$ cat src/rtl/multi_input_max_seq.sv
// Sequential max-finder: captures NUM_INPUTS operands, scans one per clock, returns max + index.
// Optional macro SIGNED_CMP_EN switches the compare to two's-complement.
module multi_input_max_seq #(
  parameter  int N          = 8,
  parameter  int NUM_INPUTS = 4,
  localparam int IDX_W      = $clog2(NUM_INPUTS)
) (
  input  logic                    clk,
  input  logic                    rst_n,
  input  logic                    in_valid,
  output logic                    in_ready,
  input  logic [NUM_INPUTS*N-1:0] inputs_flat,
  output logic                    out_valid,
  input  logic                    out_ready,
  output logic [N-1:0]            largest,
  output logic [IDX_W-1:0]        largest_idx,
  output logic                    busy
);

  typedef enum logic [1:0] {IDLE, SCAN, DONE} state_t;

  localparam logic [IDX_W-1:0] LAST_IDX = IDX_W'(NUM_INPUTS - 1);

  state_t           state_reg;
  logic [N-1:0]     bank_reg [NUM_INPUTS];
  logic [N-1:0]     in_op    [NUM_INPUTS];
  logic [IDX_W-1:0] cnt_reg;
  logic [N-1:0]     largest_reg;
  logic [IDX_W-1:0] largest_idx_reg;
  logic             in_ready_reg;
  logic             out_valid_reg;
  logic             busy_reg;

  genvar gi;
  generate
    for (gi = 0; gi < NUM_INPUTS; gi++) begin : g_unpack
      assign in_op[gi] = inputs_flat[gi*N +: N];
    end
  endgenerate

  logic [N-1:0] cand;
  logic         cand_gt;
  assign cand = bank_reg[cnt_reg];

  // Strictly-greater only, so on ties the earlier (lower) index is kept.
`ifdef SIGNED_CMP_EN
  assign cand_gt = $signed(cand) > $signed(largest_reg);
`else
  assign cand_gt = cand > largest_reg;
`endif

  always_ff @(posedge clk or negedge rst_n) begin
    if (!rst_n) begin
      state_reg       <= IDLE;
      cnt_reg         <= '0;
      largest_reg     <= '0;
      largest_idx_reg <= '0;
      in_ready_reg    <= 1'b1;
      out_valid_reg   <= 1'b0;
      busy_reg        <= 1'b0;
      for (int i = 0; i < NUM_INPUTS; i++) begin
        bank_reg[i] <= '0;
      end
    end else begin
      case (state_reg)
        IDLE: begin
          if (in_valid) begin
            for (int i = 0; i < NUM_INPUTS; i++) begin
              bank_reg[i] <= in_op[i];
            end
            largest_reg     <= in_op[0];
            largest_idx_reg <= '0;
            cnt_reg         <= IDX_W'(1);
            in_ready_reg    <= 1'b0;
            busy_reg        <= 1'b1;
            state_reg       <= SCAN;
          end
        end
        SCAN: begin
          if (cand_gt) begin
            largest_reg     <= cand;
            largest_idx_reg <= cnt_reg;
          end
          if (cnt_reg == LAST_IDX) begin
            busy_reg      <= 1'b0;
            out_valid_reg <= 1'b1;
            state_reg     <= DONE;
          end else begin
            cnt_reg <= cnt_reg + IDX_W'(1);
          end
        end
        DONE: begin
          if (out_ready) begin
            out_valid_reg <= 1'b0;
            in_ready_reg  <= 1'b1;
            cnt_reg       <= '0;
            state_reg     <= IDLE;
          end
        end
        default: begin
          state_reg     <= IDLE;
          in_ready_reg  <= 1'b1;
          out_valid_reg <= 1'b0;
          busy_reg      <= 1'b0;
        end
      endcase
    end
  end

  assign in_ready    = in_ready_reg;
  assign out_valid   = out_valid_reg;
  assign busy        = busy_reg;
  assign largest     = largest_reg;
  assign largest_idx = largest_idx_reg;

endmodule

$ cat config.mk
export PLATFORM = sky130hd
export DESIGN_NAME = multi_input_max_seq
export DESIGN_NICKNAME = d
export VERILOG_FILES = /design/src/rtl/multi_input_max_seq.sv
export SDC_FILE = /design/constraint.sdc
export NUM_CORES = 1
export LEC_CHECK = 0
export ABC_CLOCK_PERIOD_IN_PS = 4700
export CAP_MARGIN = 20
export CORE_ASPECT_RATIO = 0.75
export CORE_UTILIZATION = 55
export DETAILED_ROUTE_END_ITERATION = 8
export GPL_TIMING_DRIVEN = 0
export PLACE_DENSITY = 0.84
export SYNTH_ARGS = -nofsm -noshare
export SYNTH_HDL_FRONTEND = slang
export SYNTH_SLANG_ARGS = --single-unit
$ cat constraint.sdc
create_clock -name clk -period 4.7 [get_ports clk]
set_input_delay 0.94 -clock clk [delete_from_list [all_inputs] [get_ports clk]]
set_output_delay 0.94 -clock clk [all_outputs]
set_load 0.05 [all_outputs]
# Word level (Yosys, flattened, before mapping)
# Index checks and enable logic that the tools add are counted.
# totals
ff_bits,49
in_bits,36
output_inout_bits,13
elab_cells,60
# classes
addsub,1
order_cmp,2
eq_ne,8
muxes,24
n_bitwise,4
n_reduce_logical,10
# op_table
operator,count
two-way mux 8 bit,4
binary-select mux 8 bit (select 2 bit),1
case mux 8 bit (2 select lines),1
AND reduction 3 bit,5
two-way mux 2 bit,6
case mux 2 bit (3 select lines),2
inequality test 2 bit (second input constant),5
case mux 1 bit (3 select lines),3
greater-than comparator 8 bit,1
two-way mux 1 bit,6
== test 2 bit (second input constant),2
case mux 2 bit (2 select lines),1
AND reduction 4 bit,1
greater-or-equal comparator 3 bit (second input constant),1
NOT 1 bit,3
NOT 2 -> 3 bit,1
nonzero test 3 bit,1
adder 2 x 1 -> 2 bit (second input constant),1
== test 2 x 1 -> 1 bit (second input constant),1
zero test 2 bit,1
AND reduction 2 bit,1
nonzero test 2 bit,1

# Logic depth before layout (Yosys ltp)
# Gate-level depths: netlist of the first run.
# depth
ltp_word,7
depth_mapped,11
depth_no_buf,9

# Worst setup path after synthesis of the first run
# OpenSTA, ideal clock, no wires.
# synth_path
kind,flip-flop to flip-flop
startpoint,reg cnt_reg[0]
endpoint,"reg largest_reg[0], in the netlist largest[0]"
setup_ns,0.125
arrival_time_ns,2.510
t_required_ns,4.575
setup_slack_ns,2.065
stages_incl_launch_ff,10
path_buffers,2
period_less_slack_ns,2.635
path_cell_list,dfrtp_1 buf_6 buf_12 mux4_2 ha_1 nand4_1 nor2_1 nor2_1 a211oi_4 mux2_2
# synth_via
elab_chain_cells,7
word_cells_on_any_way,9
cone_classes,order compare: 1; eq/ne: 1; mux: 5; bitwise: 1; reduce/logical: 1
# synth_lines
item,line,rtl
"start, declared",27,logic [IDX_W-1:0] cnt_reg;
"start signal, assigned",89,cnt_reg <= cnt_reg + IDX_W'(1);
NOT 2 -> 3 bit (not written as such) *,43,assign cand = bank_reg[cnt_reg];
binary-select mux 8 bit (select 2 bit) *,43,
two-way mux 8 bit (not written as such) * (2 in a row),43,
greater-than comparator 8 bit,49,assign cand_gt = cand > largest_reg;
inequality test 2 bit (no source line),n/a,
AND reduction 3 bit (no source line),n/a,
"end signal, assigned",71,largest_reg <= in_op[0];
"end signal, assigned",81,largest_reg <= cand;
"end, declared",28,logic [N-1:0] largest_reg;
# Every way passes the cells marked *; elsewhere a longest branch is shown, timed or not. The select of a mux whose other input is x is not followed.
# A chain may end at the register's enable or synchronous reset.

# Worst setup path after layout of the first run
# layout_path
startpoint,reg cnt_reg[1]
endpoint,"reg largest_reg[6], in the netlist largest[6]"
# The elaborated chain is that of the path after synthesis.

==> results.sh, run 1 <==
export IMPL_drv_cap=0
export IMPL_cts_hold_buf=0
export IMPL_critPathArrivalTime_ps=3340
export IMPL_start_util_pct=59.2
export IMPL_cts_buffers=5
export IMPL_cp_max_fo=10
export IMPL_synth_fp_nets=232
export IMPL_maxSlewHeadroom_pct=60.9
export IMPL_cts_num_sinks=49
export IMPL_syn_to_final_growth_pct=27.1
export IMPL_drt_pre_antenna_iters=4
export IMPL_ys_ff_latch=49
export IMPL_ff2ff_path_depth=8
export IMPL_drive_gt1_share_pct=29.5
export IMPL_cp_required_ps=4890
export IMPL_post_cts_buffers=0
export IMPL_status="complete, no violations"
export IMPL_synthTopCellsByArea="dfrtp_1, mux2_2, ha_1, mux4_1, mux4_2"
export IMPL_vias=1692
export IMPL_insertion_delay_ps=300
export IMPL_grt_usage_pct=24.0
export IMPL_diodes=0
export IMPL_stdcell_count=299
export IMPL_antenna_found_initial=0
export IMPL_chipWidth_um=79.7
export IMPL_cts_tree="done"
export IMPL_slew_violations=0
export IMPL_core_area_sq_mm=0.00420
export IMPL_wire_per_inst_um=17.0
export IMPL_io_pins=49
export IMPL_setup_worst_path_class="flop to flop"
export IMPL_ys_seq_area_share_pct=49.3
export IMPL_die_h_um=60.3
export IMPL_synth_edf_count=0
export IMPL_yosysMostFrequentCell="mux2_2"
export IMPL_min_path_type="flop to flop"
export IMPL_syn_avg_cell_area_sq_um=13.3
export IMPL_ant_nets=0
export IMPL_cp_startpoint="cnt_reg[1]$_DFFE_PN0P_"
export IMPL_drc=0
export IMPL_multiInputGateArea_sq_mm=0.00115
export IMPL_critPathCapture="largest[6]$_DFFE_PN0P_"
export IMPL_ff2ff_setup_slack_ps=1550
export IMPL_finalWirelength_um=5090
export IMPL_synthCells=187
export IMPL_endpoint_kind="flop"
export IMPL_rows=20
export IMPL_clockRootBuffer="clkbuf_8"
export IMPL_clockBufferDepth=2
export IMPL_yosysWarnings=0
export IMPL_finalCritPeriodShare_pct=67.0
export IMPL_async_reset_ff_share_pct=100
export IMPL_synth_cell_area_sq_mm=0.00249
export IMPL_placed_cells=291
export IMPL_portBuffers=48
export IMPL_post_synth_top_area_fraction_pct=48.3
export IMPL_grt_pass1_vias=1787
export IMPL_p_per_area_mw_per_mm2=810
export IMPL_grt_max_degree=35
export IMPL_cp_start_kind="flop"
export IMPL_final_hold_viol_count=0
export IMPL_place_congestion=0.786
export IMPL_clock_skew_ps=6.19
export IMPL_max_freq_mhz=318
export IMPL_synthFlopType="dfrtp_1"
export IMPL_cts_max_level=2
export IMPL_worstMarginPinSlew_ps=587
export IMPL_ys_types=26
export IMPL_synth_commonest_cells="mux2_2, dfrtp_1, nand2_1"
export IMPL_vias_per_cell=5.66
export IMPL_overflow=0
export IMPL_largest_reg_flops=32
export IMPL_dieArea_sq_mm=0.00480
export IMPL_place_hpwl_um=3740
export IMPL_clk_pin_slew_ps=90
export IMPL_finalSetupViolCount=0
export IMPL_fillCellCount=290
export IMPL_synth_top_area_cell="dfrtp_1"
export IMPL_r2r_end="largest[6]$_DFFE_PN0P_"
export IMPL_seq_area_sq_mm=0.00123
export IMPL_grt_pass1_wl_um=8410
export IMPL_rsz0062_at_grt="false"
export IMPL_drtIter0Drc=136
export IMPL_num_nets_final=288
export IMPL_reg2reg_from="cnt_reg[1]$_DFFE_PN0P_"
export IMPL_tns_ps=0
export IMPL_p_leak_nw=1.36
export IMPL_fin_crit_ps=3150
export IMPL_irDropWorstVdd_mv=0.510
export IMPL_postCtsResizedCells=0
==> worst max-delay path, cell delays in order (launching register included) <==
cell and delay, ps:
dfrtp_1 420, clkbuf_1 480, mux4_2 430, ha_1 330, nand4_1 150, nor2_1 230
nor2_1 110, a211oi_4 490, mux2_2 400
==> power breakdown <==
part / switching [mW] / internal, mW
registers: 0.126 / 0.644
clock network: 0.141 / 0.160
logic: 0.751 / 0.741
==> logic make-up after synthesis <==
logic type               Yosys count  share of synthesized area, %
multiplexers                      60                          30.7
flip-flops                        49                          49.3
AND/OR/NAND/NOR                   29                          5.18
AO/OA/AOI/OAI                     21                          5.63
buffers and inverters             19                          4.63
adder cells (fa/ha/maj)            9                          4.52
==> final cells by class <==
cell class | instances | share of cell area [%]
inverters | 9 | 1.07
multi-input cells | 119 | 36.2
clock inverters | 2 | 1.23
repair buffers | 49 | 15.7
flip-flops and latches | 49 | 38.8
clock buffers | 6 | 2.29
plain buffers | 10 | 2.57
well taps | 55 | 2.17
==> metrics by stage <==
step                      setup slack [ps]  hold slack, ps  cell area, sq um  power [mW]  utilization (%)
after floorplan                       2070             472              2490        1.87                -
after global placement                1310             482              3040        2.20             72.3
after detailed placement              1630             490              3050        2.26             72.6
after CTS                             1570             511              3160        2.57             75.3
after global routing                  1430             529              3160        2.73             75.3
final                                 1550             507              3160        2.56             75.3
==> layer usage <==
metal / global-route usage (%) / share of wire, %
met5: 0 / 0
met4: 7.27 / 0.90
met3: 6.11 / 5.6
met2: 39.8 / 47
met1: 31.4 / 46
==> worst min-delay path by stage <==
stage          cells past startpoint                     start                       end  slack [ps]
2_1_floorplan                      1  bank_reg[17]$_DFFE_PN0P_  bank_reg[17]$_DFFE_PN0P_         470
3_3_place_gp                       1  bank_reg[26]$_DFFE_PN0P_  bank_reg[26]$_DFFE_PN0P_         480
3_5_place_dp                       1  bank_reg[23]$_DFFE_PN0P_  bank_reg[23]$_DFFE_PN0P_         490
4_1_cts                            1  bank_reg[18]$_DFFE_PN0P_  bank_reg[18]$_DFFE_PN0P_         510
5_1_grt                            1   bank_reg[4]$_DFFE_PN0P_   bank_reg[4]$_DFFE_PN0P_         530
6_report                           1  bank_reg[23]$_DFFE_PN0P_  bank_reg[23]$_DFFE_PN0P_         510
==> cells in the final DEF (no fill, tap or decap), types with 2 or more instances in the layout <==
master | Yosys | routed
nand2_1 | 12 | 12
buf_12 | 1 | 2
mux2i_1 | 4 | 4
nand4_1 | 2 | 2
inv_1 | 9 | 9
a21oi_1 | 8 | 8
ha_1 | 9 | 9
o21ai_0 | 7 | 7
buf_6 | 3 | 3
nor2b_1 | 4 | 4
nand2b_1 | 2 | 2
buf_2 | 4 | 5
clkbuf_8 | 0 | 5
nor2_1 | 9 | 9
mux4_1 | 4 | 4
mux4_2 | 3 | 3
clkbuf_1 | 1 | 2
dfrtp_1 | 48 | 48
mux2_2 | 49 | 49
clkdlybuf4s50_1 | 0 | 47
No activity file was read; power rests on OpenSTA's default activity.
==> run 2, diff against run 1 <==
- ABC_CLOCK_PERIOD_IN_PS: 4700 -> 3100
- CORE_UTILIZATION: 55 -> 51
- PLACE_DENSITY: 0.84 -> 0.79
- clock period: 4.7 -> 3.1 ns (I/O delays scaled with it)
==> run 2 against run 1 <==
Against the previous run:
- worst hold slack got worse by 190 ps
- global-route usage fell by 3.0 points
- power rose by 50%
- highest routed layer unchanged
- combinational power rose by 48%
- clock skew rose by 1.7 ps
- critical path type unchanged
- critical endpoint is now largest[1]$_DFFE_PN0P_
==> results.sh, run 2 (same netlist as run 1, synthesis figures left out) <==
export IMPL_cp_required_ps=3280
export IMPL_p_per_area_mw_per_mm2=1210
export IMPL_drive_gt1_share_pct=29.9
export IMPL_overflow=0
export IMPL_finalWirelength_um=4800
export IMPL_drv_cap=0
export IMPL_clockRootBuffer="clkbuf_8"
export IMPL_status="complete, no violations"
export IMPL_rsz0062_at_grt="false"
export IMPL_final_common_cell="mux2_2"
export IMPL_final_cell_mix="mux2_2, dfrtp_1, clkdlybuf4s50_1"
export IMPL_irDropWorstVdd_mv=0.617
export IMPL_crit_slowest_cell="mux4_2"
export IMPL_fin_crit_ps=2940
export IMPL_start_util_pct=54.4
export IMPL_endpoint_kind="flop"
export IMPL_grt_usage_pct=21.1
export IMPL_diodes=0
export IMPL_place_hpwl_um=3620
export IMPL_cts_max_level=2
export IMPL_p_leak_nw=1.37
export IMPL_min_path_type="input port to asynchronous set/reset pin"
export IMPL_clk_pin_slew_ps=80
export IMPL_syn_to_final_growth_pct=27.5
export IMPL_rows=21
export IMPL_die_h_um=62.5
export IMPL_num_nets_final=288
export IMPL_crit_path_frequent_cell="nor2_1"
export IMPL_slew_violations=0
export IMPL_place_congestion=0.757
export IMPL_io_pins=49
export IMPL_max_freq_mhz=341
export IMPL_vias_per_cell=5.42
export IMPL_insertion_delay_ps=290
export IMPL_setup_worst_path_class="flop to flop"
export IMPL_cts_buffers=5
export IMPL_post_cts_buffers=0
export IMPL_clock_skew_ps=7.84
export IMPL_finalCritPeriodShare_pct=94.7
export IMPL_grt_max_degree=26
export IMPL_antenna_found_initial=0
export IMPL_finalSetupViolCount=0
export IMPL_slowest_delay_ps=530
export IMPL_power_total_mw=3.83
export IMPL_drt_pre_antenna_iters=4
export IMPL_ant_nets=0
export IMPL_worstMarginPinSlew_ps=576
export IMPL_largest_reg_flops=32
export IMPL_maxSlewHeadroom_pct=61.6
export IMPL_portBuffers=48
export IMPL_design_area_sq_mm=0.00317
export IMPL_cp_start_kind="flop"
export IMPL_cts_tree="done"
export IMPL_wire_per_inst_um=15.9
export IMPL_final_hold_viol_count=0
export IMPL_core_area_sq_mm=0.00457
export IMPL_drtIter0Drc=69
export IMPL_chipWidth_um=82.7
export IMPL_drc=0
export IMPL_grt_pass1_vias=1666
export IMPL_tns_ps=0
export IMPL_path_cells="buf_6 > buf_12 > mux4_2 > ha_1 > nand4_1 > nor2_1 > nor2_1 > a211oi_4 > mux2_2"
export IMPL_cts_num_sinks=49
export IMPL_vias=1630
export IMPL_dieArea_sq_mm=0.00517
export IMPL_grt_pass1_wl_um=8030
export IMPL_critPathArrivalTime_ps=3120
export IMPL_clockBufferDepth=2
export IMPL_cp_max_fo=10
export IMPL_dpl_instance_area_sq_mm=0.00306
## run 2: changes by cell type in the layout (fill, tap and decap cells not counted)
| cell | previous run | this run |
|---|---|---|
| clkbuf_1 | 2 | 1 |
| clkinv_4 | 1 | 0 |
| clkbuf_2 | 0 | 1 |
| clkbuf_8 | 5 | 6 |
## run 2: final cells by class
class | count | area (sq um)
Tap cell | 57 | 71.3
Clock inverter | 1 | 30.0
Fill cell | 350 | 1400
Timing Repair Buffer | 49 | 495
Sequential cell | 49 | 1230
Buffer | 10 | 82.6
Inverter | 9 | 33.8
Clock buffer | 7 | 86.3
Multi-Input combinational cell | 119 | 1150
## run 2: timing repair
item                                   CTS  global route
setup endpoints to repair                0             8
endpoints found under the hold margin    0             0
gates resized for setup                  0             2
hold buffers                             0             0
## run 2: path summary, 6_finish.rpt
| path | end | from | cells after the start | slack (ps) |
|---|---|---|---|---|
| worst max-delay path | largest[1]$_DFFE_PN0P_ | cnt_reg[0]$_DFFE_PN0P_ | 9 | 160 |
| min in group clk | bank_reg[1]$_DFFE_PN0P_ | bank_reg[1]$_DFFE_PN0P_ | 1 | 500 |
| worst min-delay path | state_reg[0]$_DFFE_PN0P_ | rst_n | 1 | 320 |
| max in group asynchronous | bank_reg[4]$_DFFE_PN0P_ | rst_n | 2 | 2260 |
| worst min register to register | bank_reg[1]$_DFFE_PN0P_ | bank_reg[1]$_DFFE_PN0P_ | 1 | 500 |
| worst max register to register | largest[1]$_DFFE_PN0P_ | cnt_reg[0]$_DFFE_PN0P_ | 9 | 160 |
## run 2: metal layers
layer,wire length [um],global-route usage [%]
met3,233,4.82
met5,0,0
met4,18,3.88
met1,2430,32.1
met2,2110,30.8
## run 2: worst max-delay path, delay by kind of cell (launching register included)
family	cells	cell delay, ps
AOI/OAI and AO/OA	1	490
adders and majority gates	1	310
buffers and inverters	2	290
DFF	1	380
muxes	2	930
and+or+nand+nor	3	430
## run 2: per-stage QoR
| stage | utilization [%] | hold slack (ps) | cells | worst slack [ps] |
|---|---|---|---|---|
| after global routing | 69.4 | 353 | 301 | 43.7 |
| after global placement | 66.5 | 484 | 292 | 5.07 |
| after detailed placement | 66.8 | 490 | 293 | -5.64 |
| final | 69.4 | 318 | 301 | 165 |
| after floorplan | - | 324 | 187 | 465 |
| after CTS | 69.4 | 336 | 301 | 0.198 |
## run 2: report_power, final
part / internal, mW / total (mW) / switching [mW] / leakage (nW)
sequential: 0.976 / 1.16 / 0.186 / 0.579
clock: 0.263 / 0.466 / 0.203 / 0.0585
combinational: 1.12 / 2.20 / 1.09 / 0.729
